[src/rtl/inst_seq_ctrl.sv]
// Multi-cycle instruction sequencer: owns PC, IR and the retire counter,
// steps each instruction through FETCH/DECODE/EXEC/MEM/WB, gates register
// file writes and data memory accesses, and resolves the next PC from the
// branch controls captured in EXEC.
module inst_seq_ctrl #(
  parameter int unsigned     PC_W     = 32,
  parameter logic [PC_W-1:0] RESET_PC = '0
) (
  input  logic            clk,
  input  logic            rst_n,
  input  logic            halt,
  output logic            imem_req,
  output logic [PC_W-1:0] imem_addr,
  input  logic            imem_ack,
  input  logic [31:0]     imem_rdata,
  output logic [31:0]     ir,
  input  logic            rw,
  input  logic            mw,
  input  logic [1:0]      md,
  input  logic [1:0]      bs,
  input  logic            ps,
  input  logic            zero,
  input  logic [PC_W-1:0] br_target,
  input  logic [PC_W-1:0] reg_target,
  output logic            dmem_req,
  output logic            dmem_we,
  input  logic            dmem_ack,
  output logic            rf_we,
  output logic [PC_W-1:0] pc,
  output logic            retire,
  output logic [31:0]     instret,
  output logic            halted
);

  typedef enum logic [2:0] {
    S_FETCH  = 3'd0,
    S_DECODE = 3'd1,
    S_EXEC   = 3'd2,
    S_MEM    = 3'd3,
    S_WB     = 3'd4,
    S_HALT   = 3'd5
  } state_e;

  state_e          state_q, state_d;

  logic [PC_W-1:0] pc_q, pc_d;
  logic [31:0]     ir_q, ir_d;
  logic [31:0]     instret_q, instret_d;

  logic            taken_q, taken_d;
  logic [1:0]      bsLat_q, bsLat_d;
  logic            rwLat_q, rwLat_d;
  logic            mwLat_q, mwLat_d;
  logic [PC_W-1:0] brTarget_q, brTarget_d;
  logic [PC_W-1:0] regTarget_q, regTarget_d;

  logic [PC_W-1:0] nextPc;
  logic            fetchDone;
  logic            isMemOp;

  // A fetch completes only when we are actually requesting (FETCH, no halt)
  assign fetchDone = (state_q == S_FETCH) && !halt && imem_ack;
  // Loads (md=01) and stores both need the MEM phase
  assign isMemOp   = mw || (md == 2'b01);

  // State register; reset parks the sequencer in FETCH
  always_ff @(posedge clk or negedge rst_n) begin
    if (!rst_n) begin
      state_q <= S_FETCH;
    end else begin
      state_q <= state_d;
    end
  end

  // Next-state logic: halt is only honoured in FETCH so in-flight work completes
  always_comb begin
    state_d = state_q;
    case (state_q)
      S_FETCH: begin
        if (halt) begin
          state_d = S_HALT;
        end else if (imem_ack) begin
          state_d = S_DECODE;
        end
      end
      S_DECODE: state_d = S_EXEC;
      S_EXEC:   state_d = isMemOp ? S_MEM : S_WB;
      S_MEM: begin
        if (dmem_ack) begin
          state_d = S_WB;
        end
      end
      S_WB:     state_d = S_FETCH;
      S_HALT: begin
        if (!halt) begin
          state_d = S_FETCH;
        end
      end
      default:  state_d = S_FETCH;
    endcase
  end

  // Request, strobe and pulse outputs; forced low while reset is asserted so
  // an interrupted access is dropped immediately
  always_comb begin
    imem_req = 1'b0;
    dmem_req = 1'b0;
    dmem_we  = 1'b0;
    rf_we    = 1'b0;
    retire   = 1'b0;
    halted   = 1'b0;
    case (state_q)
      S_FETCH: imem_req = rst_n && !halt;
      S_MEM: begin
        dmem_req = rst_n;
        dmem_we  = rst_n && mwLat_q;
      end
      S_WB: begin
        rf_we  = rst_n && rwLat_q;
        retire = rst_n;
      end
      S_HALT:  halted = 1'b1;
      default: ;
    endcase
  end

  // Resolve the following PC from the branch controls captured in EXEC
  always_comb begin
    nextPc = pc_q + PC_W'(1);
    case (bsLat_q)
      2'b01: begin
        if (taken_q) begin
          nextPc = brTarget_q;
        end
      end
      2'b10:   nextPc = regTarget_q;
      2'b11:   nextPc = brTarget_q;
      default: ;
    endcase
  end

  // Next values for IR, PC, retire counter and the EXEC snapshot of decoder flags
  always_comb begin
    ir_d        = ir_q;
    pc_d        = pc_q;
    instret_d   = instret_q;
    taken_d     = taken_q;
    bsLat_d     = bsLat_q;
    rwLat_d     = rwLat_q;
    mwLat_d     = mwLat_q;
    brTarget_d  = brTarget_q;
    regTarget_d = regTarget_q;
    if (fetchDone) begin
      ir_d = imem_rdata;
    end
    if (state_q == S_EXEC) begin
      taken_d     = (bs == 2'b01) && (zero ^ ps);
      bsLat_d     = bs;
      rwLat_d     = rw;
      mwLat_d     = mw;
      brTarget_d  = br_target;
      regTarget_d = reg_target;
    end
    if (state_q == S_WB) begin
      pc_d      = nextPc;
      instret_d = instret_q + 32'd1;
    end
  end

  // Architectural and snapshot registers
  always_ff @(posedge clk or negedge rst_n) begin
    if (!rst_n) begin
      pc_q        <= RESET_PC;
      ir_q        <= '0;
      instret_q   <= '0;
      taken_q     <= 1'b0;
      bsLat_q     <= 2'b00;
      rwLat_q     <= 1'b0;
      mwLat_q     <= 1'b0;
      brTarget_q  <= '0;
      regTarget_q <= '0;
    end else begin
      pc_q        <= pc_d;
      ir_q        <= ir_d;
      instret_q   <= instret_d;
      taken_q     <= taken_d;
      bsLat_q     <= bsLat_d;
      rwLat_q     <= rwLat_d;
      mwLat_q     <= mwLat_d;
      brTarget_q  <= brTarget_d;
      regTarget_q <= regTarget_d;
    end
  end

  assign imem_addr = pc_q;
  assign pc        = pc_q;
  assign ir        = ir_q;
  assign instret   = instret_q;

endmodule

[config.mk]
export PLATFORM = sky130hd
export DESIGN_NAME = inst_seq_ctrl
export DESIGN_NICKNAME = d
export VERILOG_FILES = /design/src/rtl/inst_seq_ctrl.sv
export SDC_FILE = /design/constraint.sdc
export NUM_CORES = 1
export LEC_CHECK = 0
export BUFFER_PORTS_ARGS = -buffer_cell sky130_fd_sc_hd__buf_2
export CAP_MARGIN = 20
export CORE_ASPECT_RATIO = 1.1
export CORE_MARGIN = 3
export CORE_UTILIZATION = 40
export DETAILED_ROUTE_END_ITERATION = 12
export PLACE_DENSITY = 0.72
export SLEW_MARGIN = 15
export SYNTH_ARGS = -nofsm -noshare
export SYNTH_HDL_FRONTEND = slang
export SYNTH_SLANG_ARGS = --single-unit
export TNS_END_PERCENT = 10
[constraint.sdc]
create_clock -name clk -period 2 [get_ports clk]
set_input_delay 0.2 -clock clk [delete_from_list [all_inputs] [get_ports clk]]
set_output_delay 0.2 -clock clk [all_outputs]
set_load 0.02 [all_outputs]
==> flow_summary.yaml <==
min_path:
  min_path_type: "input pin to flip-flop"
  min_path_cells: 2
floorplanning:
  num_rows: 53
  die-area_um2: 21700
  start_util_pct: 41.2
  die_w_um: 141
  coreArea_um2: 19400
  num_io_pins: 243
  die_h_um: 154
synth:
  synth_edf_count: 0
  synth-simple-area-share_pct: 12.5
  ys_types: 59
  syn_inst: 694
  synth_ff_type: "dfrtp_1"
  synth-seq-cells: 168
  synthAdderAreaFrac_pct: 0.314
  synth.area.mux_share_pct: 14.5
  synth_common_cells: "dfrtp_1, mux2_2, nand2_1"
  synth_area_leaders: "dfrtp_1, mux2_2, buf_4"
  synthXorXnorAreaFrac_pct: 3.40
  synth.top_cell.area_share_pct: 52.7
  synth_top_family_by_area: "multiplexers"
  synth_fp_nets: 805
  synth_compound_area_share_pct: 10.9
  synth_top_area_cell: "dfrtp_1"
  avgSynthCellArea_um2: 11.5
  yosysMostFrequentCell: "dfrtp_1"
  synth_area_um2: 7980
  ys_seq_area_share_pct: 52.7
  async_reset_ff_share_pct: 100
  yosysWarnings: 0
placement:
  dp.cells: 1157
  dpl.hpwl_mm: 16.0
  place_congestion: 0.835
  portBuffers: 242
  post_dp_cell_area_um2: 9510
final_layout:
  area_growth_pct: 35.8
  diodes: 0
  fin_cells: 1253
  final_area_um2: 10800
  nets: 1104
  drive_above_1_share_pct: 43.6
  utilization_pct: 55.9
timing:
  tightest_slew_ps: 596
  fin_skew_ps: 7.31
  slew_headroom_pct: 60.3
  finalWorstPathRequiredPeriod_ps: 1940
  slew_viol_final: 0
  finalSetupViolations: 0
  fmax_mhz: 517
  fin_crit_sh_pct: 96.8
  hold_viol: 0
setup_path:
  slowest_stage: "dfrtp_2"
  crit_fanout: 14
  ff2ff_path_depth: 6
  required_ps: 1800
  path_class: "flip-flop to output port"
  crit_chain: "nor3b_4, buf_12, and3_4, buf_6"
  start_kind: "flip-flop"
  arrival_ps: 1740
  worstSetupEndpointType: "output port"
  cpPeakStageDelay_ps: 460
clock_tree:
  clk_pin_slew_worst_paths_ps: 70
  cts_root_buf: "clkbuf_16"
  clk_latency_ps: 420
  cts_tree: "yes"
  htree_levels: 4
  cts_sinks: 168
  cts_buffers: 17
  clk_path_buf_depth: 2
global_routing:
  grt.overflow.total: 0
  antenna_found_initial: 0
  grt_usage_pct: 20.9
  grt_pass1_vias: 6850
  grt_pass1_wl_mm: 36.4
  grt_max_degree: 109
power_and_ir_drop:
  max-vdd-ir-drop_v: 0.000856
  p_leak_nw: 5.09
  powerDensity_nw_per_um2: 1510
drt:
  wl_mm: 22.9
  post_drt_wl_per_cell_um: 18.2
  drc: 0
  dr.pass1.iters: 5
  vias: 6657
  drtAntennaViolNets: 0
  drtIter0Drc: 292
  avgViaCountPerCell: 5.31
job:
  cap_violations: 0
outcome:
  status: "completed"
==> critical path, delay by kind of cell, from the launching register on <==
family / cells / cell delay [ps]
and+or+nand+nor: 2 / 540
buffers and inverters: 2 / 300
DFF: 1 / 460
==> power by group <==
| part | switching [mW] | internal, mW |
|---|---|---|
| clock | 1.37 | 2.04 |
| sequential | 1.12 | 4.80 |
| combinational | 3.86 | 3.17 |
==> registers in the layout, summed over array words and instances, names as in the netlist <==
name         flops
state_q          3
imem_addr       32
instret         32
rwLat_q          1
mwLat_q          1
bsLat_q          2
ir              32
regTarget_q     32
brTarget_q      32
taken_q          1
==> cell families after synthesis <==
logic type / Yosys count
simple gates: 177
fa+ha+maj: 2
xor+xnor: 31
flops: 168
buf+inv: 81
compound gates: 132
mux: 103
==> metrics by stage <==
step                      hold WS (ps)  TNS, ps  worst slack (ps)  total power, mW
after floorplan                  -95.6        0              3.31             10.5
after global placement            89.3        0               158             12.6
after detailed placement          84.0        0              82.2             12.8
after CTS                        0.378        0              1.00             16.4
after global routing              1.30    -7.84             -4.44             17.4
final                             9.84        0              64.8             16.4
==> path summary, 6_finish.rpt <==
check / slack [ps] / start / to
min in group asynchronous: 220 / rst_n / rwLat_q$_DFFE_PN0N_
max reg2reg: 100 / state_q[2]$_DFFE_PN0P_ / instret[27]$_DFFE_PN0N_
max: 60 / state_q[2]$_DFFE_PN0P_ / rf_we
max in group asynchronous: 940 / rst_n / instret[31]$_DFFE_PN0N_
min reg2reg: 460 / instret[31]$_DFFE_PN0N_ / instret[31]$_DFFE_PN0N_
min: 10 / reg_target[13] / regTarget_q[13]$_DFFE_PN0N_
==> metal layers <==
metal	routed length [um]	part of all wire, %	global-route usage [%]
met5	0	0	0
met4	427	1.9	6.41
met3	1630	7.1	5.97
met2	11400	50	35.0
met1	9440	41	26.4
==> cell type report <==
cell class | count | area (um2)
Clock inverter | 10 | 144
Inverter | 11 | 41.3
Sequential cell | 168 | 4210
Clock buffer | 22 | 464
Tap cell | 247 | 309
Timing Repair Buffer | 350 | 2280
Fill cell | 1683 | 8530
Multi-Input combinational cell | 445 | 3380
==> timing repair <==
action,in CTS,in global routing
cloned,0,1
hold buffers,58,3
gates resized for setup,5,12
pin swaps,1,0
hold endpoints to repair,102,3
setup buffers,1,1
setup endpoints to repair,2,16
==> layout by cell type (no fill, tap or decap), drive strengths merged, types with 16 or more instances in the layout <==
| master | count |
|---|---|
| a21oi | 17 |
| o21ai | 49 |
| dfrtp | 168 |
| dlygate4sd3 | 61 |
| nand4 | 22 |
| buf | 288 |
| nor2 | 29 |
| nor3 | 16 |
| clkbuf | 23 |
| xnor2 | 24 |
| nand2 | 47 |
| mux2 | 101 |
No activity file was read; power rests on OpenSTA's default activity.
